===== src/rtl/hazard_ctrl.sv =====
// hazard_ctrl: load-use / RAW hazard detection, branch flush and operand
// forwarding control for a 5-stage in-order pipeline.
//
// Optional feature macro: HAZARD_FORWARD_EN
//   defined   -> EX/MEM and WB forwarding; only load-use stalls.
//   undefined -> no forwarding (fwd_a/fwd_b tied to 00); any RAW
//                dependency on EX or MEM stalls. WB writes the register
//                file before ID reads it, so WB never stalls.
//
// The controller tracks a small shadow of the pipeline (EX, MEM, WB), each
// holding {valid, we, load, dest}, and derives hazards from it.

`default_nettype none

module hazard_ctrl #(
    parameter int data_width = 32,
    parameter int cnt_width  = 16
) (
    input  logic                 clk,
    input  logic                 rst_n,
    input  logic                 id_valid,
    input  logic [4:0]           id_rs,
    input  logic [4:0]           id_rt,
    input  logic                 id_uses_rt,
    input  logic                 id_use_imm,
    input  logic                 id_we,
    input  logic                 id_load,
    input  logic [4:0]           id_dest,
    input  logic                 ex_branch_taken,
    output logic                 stall,
    output logic                 flush,
    output logic                 alu_src_sel,
    output logic [1:0]           fwd_a,
    output logic [1:0]           fwd_b,
    output logic [cnt_width-1:0] stall_cnt
);

    // Operand width only documents the datapath this controller steers.
    if (data_width > 0) begin : g_datapath_width
    end

    typedef struct packed {
        logic       valid;
        logic       we;
        logic       load;
        logic [4:0] dest;
    } shadow_t;

    typedef enum logic [1:0] {
        ST_RUN   = 2'b00,
        ST_STALL = 2'b01,
        ST_FLUSH = 2'b10
    } state_t;

    localparam logic [cnt_width-1:0] CNT_MAX = {cnt_width{1'b1}};
    localparam logic [cnt_width-1:0] CNT_ONE = {{(cnt_width-1){1'b0}}, 1'b1};

`ifdef HAZARD_FORWARD_EN
    // With forwarding only a load sitting in EX is too late to bypass.
    localparam logic WIN_MEM = 1'b0;
`else
    // Without forwarding both EX and MEM producers are still in flight.
    localparam logic WIN_MEM = 1'b1;
`endif
    // WB writes the register file in the first half cycle: never a hazard.
    localparam logic WIN_WB = 1'b0;

    shadow_t ex_r, mem_r, wb_r;
    shadow_t ex_next_s;
    state_t  state_r, state_next_s;

    logic                 stall_s;
    logic                 flush_s;
    logic                 issue_s;
    logic                 win_ex_s;
    logic                 rs_hit_s;
    logic                 rt_hit_s;
    logic                 alu_src_r;
    logic [cnt_width-1:0] stall_cnt_r;

    // A shadow entry produces r if it is a live write to a non-zero register.
    function automatic logic match_f(input shadow_t e, input logic [4:0] r);
        return e.valid & e.we & (e.dest != 5'd0) & (e.dest == r);
    endfunction

    // Match gated by whether that stage still belongs to the hazard window.
    function automatic logic hazard_on(input shadow_t e, input logic [4:0] r,
                                       input logic in_window);
        return in_window & match_f(e, r);
    endfunction

    // Hazard detection: stall/flush are combinational, flush wins over stall.
    always_comb begin
        flush_s  = ex_branch_taken;
`ifdef HAZARD_FORWARD_EN
        win_ex_s = ex_r.load;
`else
        win_ex_s = 1'b1;
`endif
        rs_hit_s = hazard_on(ex_r,  id_rs, win_ex_s) |
                   hazard_on(mem_r, id_rs, WIN_MEM)  |
                   hazard_on(wb_r,  id_rs, WIN_WB);
        rt_hit_s = hazard_on(ex_r,  id_rt, win_ex_s) |
                   hazard_on(mem_r, id_rt, WIN_MEM)  |
                   hazard_on(wb_r,  id_rt, WIN_WB);
        if (flush_s) begin
            stall_s = 1'b0;
        end else begin
            stall_s = id_valid & (rs_hit_s | (id_uses_rt & rt_hit_s));
        end
        issue_s = id_valid & ~stall_s & ~flush_s;
    end

    assign stall = stall_s;
    assign flush = flush_s;

    // Next EX entry: the decoded instruction on issue, otherwise a bubble.
    always_comb begin
        ex_next_s = '0;
        if (issue_s) begin
            ex_next_s.valid = 1'b1;
            ex_next_s.we    = id_we;
            ex_next_s.load  = id_load;
            ex_next_s.dest  = id_dest;
        end else begin
            ex_next_s = '0;
        end
    end

    // Shadow pipeline advances every cycle: WB <= MEM <= EX <= ID/bubble.
    always_ff @(posedge clk or negedge rst_n) begin
        if (!rst_n) begin
            ex_r  <= '0;
            mem_r <= '0;
            wb_r  <= '0;
        end else begin
            ex_r  <= ex_next_s;
            mem_r <= ex_r;
            wb_r  <= mem_r;
        end
    end

    // Next-state: records why the upcoming EX slot holds a bubble.
    always_comb begin
        state_next_s = ST_RUN;
        case (state_r)
            ST_RUN, ST_STALL, ST_FLUSH: begin
                if (flush_s) begin
                    state_next_s = ST_FLUSH;
                end else if (stall_s) begin
                    state_next_s = ST_STALL;
                end else begin
                    state_next_s = ST_RUN;
                end
            end
            default: begin
                state_next_s = ST_RUN;
            end
        endcase
    end

    // Bubble-cause state register.
    always_ff @(posedge clk or negedge rst_n) begin
        if (!rst_n) begin
            state_r <= ST_RUN;
        end else begin
            state_r <= state_next_s;
        end
    end

    // Saturating count of cycles whose bubble was caused by a stall.
    always_ff @(posedge clk or negedge rst_n) begin
        if (!rst_n) begin
            stall_cnt_r <= '0;
        end else if ((state_next_s == ST_STALL) && (stall_cnt_r != CNT_MAX)) begin
            stall_cnt_r <= stall_cnt_r + CNT_ONE;
        end else begin
            stall_cnt_r <= stall_cnt_r;
        end
    end

    assign stall_cnt = stall_cnt_r;

    // Operand-B source select follows the issuing instruction; bubbles get 0.
    always_ff @(posedge clk or negedge rst_n) begin
        if (!rst_n) begin
            alu_src_r <= 1'b0;
        end else if (issue_s) begin
            alu_src_r <= id_use_imm;
        end else begin
            alu_src_r <= 1'b0;
        end
    end

    assign alu_src_sel = alu_src_r;

`ifdef HAZARD_FORWARD_EN
    logic [1:0] fwd_a_next_s, fwd_b_next_s;
    logic [1:0] fwd_a_r, fwd_b_r;

    // Forward select: current EX becomes EX/MEM (10), current MEM becomes WB (01).
    always_comb begin
        fwd_a_next_s = 2'b00;
        fwd_b_next_s = 2'b00;
        if (match_f(ex_r, id_rs)) begin
            fwd_a_next_s = 2'b10;
        end else if (match_f(mem_r, id_rs)) begin
            fwd_a_next_s = 2'b01;
        end else begin
            fwd_a_next_s = 2'b00;
        end
        if (!id_uses_rt || id_use_imm) begin
            fwd_b_next_s = 2'b00;
        end else if (match_f(ex_r, id_rt)) begin
            fwd_b_next_s = 2'b10;
        end else if (match_f(mem_r, id_rt)) begin
            fwd_b_next_s = 2'b01;
        end else begin
            fwd_b_next_s = 2'b00;
        end
    end

    // Forward selects are captured on issue; a bubble clears them.
    always_ff @(posedge clk or negedge rst_n) begin
        if (!rst_n) begin
            fwd_a_r <= 2'b00;
            fwd_b_r <= 2'b00;
        end else if (issue_s) begin
            fwd_a_r <= fwd_a_next_s;
            fwd_b_r <= fwd_b_next_s;
        end else begin
            fwd_a_r <= 2'b00;
            fwd_b_r <= 2'b00;
        end
    end

    assign fwd_a = fwd_a_r;
    assign fwd_b = fwd_b_r;
`else
    // No bypass network: operands always come from the register file.
    assign fwd_a = 2'b00;
    assign fwd_b = 2'b00;
`endif

endmodule

`default_nettype wire


===== config.mk =====
export PLATFORM = sky130hd
export DESIGN_NAME = hazard_ctrl
export DESIGN_NICKNAME = d
export VERILOG_FILES = /design/src/rtl/hazard_ctrl.sv
export SDC_FILE = /design/constraint.sdc
export NUM_CORES = 1
export LEC_CHECK = 0
export CAP_MARGIN = 40
export CELL_PAD_IN_SITES_DETAIL_PLACEMENT = 0
export CELL_PAD_IN_SITES_GLOBAL_PLACEMENT = 1
export CORE_ASPECT_RATIO = 0.8
export CORE_MARGIN = 2
export CORE_UTILIZATION = 36
export CTS_CLUSTER_DIAMETER = 200
export DETAILED_ROUTE_END_ITERATION = 10
export PLACE_DENSITY_LB_ADDON = 0.1
export SLEW_MARGIN = 0
export SYNTH_ARGS = -nofsm -noshare
export SYNTH_HDL_FRONTEND = slang
export SYNTH_SLANG_ARGS = --single-unit

===== constraint.sdc =====
create_clock -name clk -period 2.62 [get_ports clk]
set_input_delay 0.524 -clock clk [delete_from_list [all_inputs] [get_ports clk]]
set_output_delay 0.524 -clock clk [all_outputs]
set_load 0.01 [all_outputs]

==> summary.txt <==
Clock tree
  • CTS root buf: clkbuf_8
  • Clk sinks: 33
  • H-tree Lvls: 2
  • CTS tree: done
  • Hold buffers post-CTS: 0
  • CTS Buf Count: 5
  • Clock Latency Late Sink: 0.28 ns
  • Max clock buf depth: 2
  • Worst-path clk slew: 0.06 ns

Placed design
  • Routability cong.: 0.800
  • DP Wirelength: 2520 µm
  • IO Port Bufs: 40
  • Pre-CTS setup slack: -0.281 ns
  • DP Cell Count: 240

Timing
  • Crit path time final: 2.49 ns
  • Fmax: 402 MHz
  • Max-slew violation count: 0
  • Final worst setup slack: 0.134 ns
  • Final setup fails: 0
  • RSZ-0062 raised after global routing: false
  • Final worst path period share: 0.949
  • Hold Vio Cnt, Final: 0
  • Clock skew: 0.00354 ns

GRT
  • Total grt overflow: 0
  • First-pass GRT wire length: 5960 µm
  • Largest net degree at the start of global routing: 34
  • Total GRT Usage: 0.153
  • Vias in the first global route: 1252
  • Antenna violations before repair: 0

Worst setup path
  • WS Path Type: reg2out
  • Flop2flop setup slack: 0.25 ns
  • Crit-path max cell delay: 0.52 ns
  • CP Launch Type: flip-flop
  • Crit path max fanout: 2
  • Worst path slowest cell: or4_4
  • Worst EP arrival: 1.96 ns
  • CP cell instances: or4_4, o211ai_1, buf_4, nor4_4, o21ai_2, a21oi_2, buf_2
  • Buf/Inv on CP: 2
  • Crit path max-delay family: simple AND/OR/NAND/NOR gates
  • Crit path required time: 2.10 ns
  • Critical Path Sink Type: output port

Run status
  • Status: completed

Floorplanning
  • Die H: 63.2 µm
  • Core Rows: 21
  • # IOs: 46
  • Die width: 78.0 µm
  • DIE AREA: 4940 µm²
  • Area of the core: 4200 µm²
  • Initial Util: 0.376

Detailed routing
  • Met3 routed WL: 174 µm
  • DRT Pass-1 Iters: 4
  • DR iter-0 viols: 29
  • Top sig layer: met4
  • Metal-1 WL: 1650 µm
  • Drt wl/cell: 13.1 µm
  • Residual DRC count: 0
  • Met2 wire length: 1450 µm
  • DR vias/cell: 4.62
  • Detail Route Antenna Nets: 0
  • Vias: 1170
  • Final wirelength: 3320 µm

Power and ir drop
  • Pint: 0.858 mW
  • Switching Share: 0.210
  • Clock Power Share: 0.413
  • Max IR drop VDD: 0.249 mV
  • Switching power: 0.227 mW
  • PwrDens: 477 nW/µm²
  • Seq pwr share: 0.487
  • Comb pwr share: 0.100
  • Leakage dissipation: 1.04 nW

Logic synthesis
  • Avg Inst Size Synth: 11.5 µm²
  • Synth cell types: 31
  • Yosys warnings: 0
  • Mapped Cells: 137
  • Mapped Area: 1580 µm²
  • Yosys reg bits: 33
  • Seq/Total Area, Yosys: 0.523

Job
  • Max_cap viols: 0

Min path
  • Min-Delay Path Class: reg2reg

Cells and area
  • Area grow syn2layout: 44.1%
  • Share of cells above drive strength 1: 0.179
  • Filler Cell Count: 385
  • Fin cells: 253
  • Antenna fix cells: 0
  • NumNets Final: 220
-- through the flow --
stage               setup TNS (ns)  hold slack (ns)  utilization  power [mW]  area (µm²)
finish                           0            0.395        0.541        1.09        2280
global route                     0            0.409        0.541        1.13        2280
CTS                              0            0.403        0.524        1.09        2200
global placement            -0.274            0.378        0.499       0.637        2100
detailed placement          -0.281            0.386        0.499       0.640        2100
floorplan                        0            0.228            -       0.580        1590
-- state kept, by name (all words and copies together) (netlist names) --
name and cells:
state_r 2, mem_r 7, alu_src_sel 1, stall_cnt 16, ex_r 7
-- power by group through the flow --
stage	Sequential [mW]	Combinational, mW	Clock [mW]
2_1_floorplan	0.538	0.0421	0
6_report	0.529	0.108	0.448
4_1_cts	0.529	0.101	0.459
3_3_place_gp	0.539	0.0985	0
5_1_grt	0.530	0.120	0.480
3_5_place_dp	0.539	0.101	0
-- area by class of cell --
cell class              count  area [µm²]  share of cell area
inverters                   1        3.75             0.00165
clock buffers               5        68.8              0.0302
clock inverters             2        35.0              0.0154
repair buffers             56         536               0.235
multi-input cells          99         736               0.323
well taps                  57        71.3              0.0313
flip-flops and latches     33         826               0.363
-- worst paths after layout --
path	from	end	depth (start not counted)
hold reg to reg	ex_r[7]$_DFF_PN0_	mem_r[7]$_DFF_PN0_	0
hold / removal	ex_r[7]$_DFF_PN0_	mem_r[7]$_DFF_PN0_	0
max in group asynchronous	rst_n	ex_r[6]$_DFF_PN0_	2
setup / recovery	mem_r[1]$_DFF_PN0_	stall	7
setup reg to reg	mem_r[1]$_DFF_PN0_	ex_r[3]$_DFF_PN0_	11
min in group asynchronous	rst_n	state_r[1]$_DFF_PN0_	2
-- cells by family after synthesis --
| logic type | count (synthesis) | share of synthesized area |
|---|---|---|
| flops | 33 | 0.523 |
| other cells | 1 | 0.00237 |
| buf+inv | 8 | 0.0357 |
| simple gates | 48 | 0.180 |
| mux | 2 | 0.0143 |
| xor+xnor | 34 | 0.189 |
| fa+ha+maj | 1 | 0.00792 |
| compound gates | 10 | 0.0483 |
-- cells in the final DEF (no fill, tap or decap), types with 2 or more instances in the layout --
cell              n
nand2_1           5
and3_1            7
clkdlybuf4s50_1  36
xnor2_1          23
clkbuf_8          5
a21oi_1           2
xor2_1           11
a21oi_2           2
and2_1            8
nand4_1           5
dlymetal6s2s_1    3
buf_4            15
nand3_1          13
mux2_2            2
dfrtp_1          33
conb_1            4
-- metal layers --
| metal | vias up | global-route usage |
|---|---|---|
| met1 | 550 | 0.211 |
| met2 | 31 | 0.234 |
| met5 | - | 0 |
| met3 | 6 | 0.0430 |
| met4 | 0 | 0.0526 |
| li1 | 583 | - |
-- synthesized netlist by cell type --
library cell  number  area share
a21boi_0           1      0.0048
a21oi_1            3      0.0095
a21oi_2            1      0.0055
and2_1             8       0.032
and3_1             7       0.028
and4_1             1      0.0055
buf_4              5       0.024
buf_6              1      0.0071
clkbuf_1           1      0.0024
conb_1             1      0.0024
dfrtp_1           33        0.52
ha_1               1      0.0079
inv_1              1      0.0024
mux2_2             2       0.014
nand2_1            5       0.012
nand2b_1           1      0.0040
nand3_1           13       0.041
nand4_1            5       0.020
nor2_2             1      0.0040
nor3_1             2      0.0063
nor4_1             1      0.0040
nor4_2             1      0.0079
o211ai_1           1      0.0048
o211ai_2           1      0.0079
o21ai_2            1      0.0055
o22a_1             1      0.0055
o31ai_1            1      0.0048
or4_1              2      0.0095
or4b_1             1      0.0063
xnor2_1           23        0.13
xor2_1            11       0.061
-- repair_timing --
action	4_1_cts	5_1_grt
gates cloned	0	0
setup endpoints to repair	1	1
endpoints found under the hold margin	0	0
buffers inserted	0	6
pin swaps	1	4
resized for setup	3	9
No activity file was read; power rests on OpenSTA's default activity.
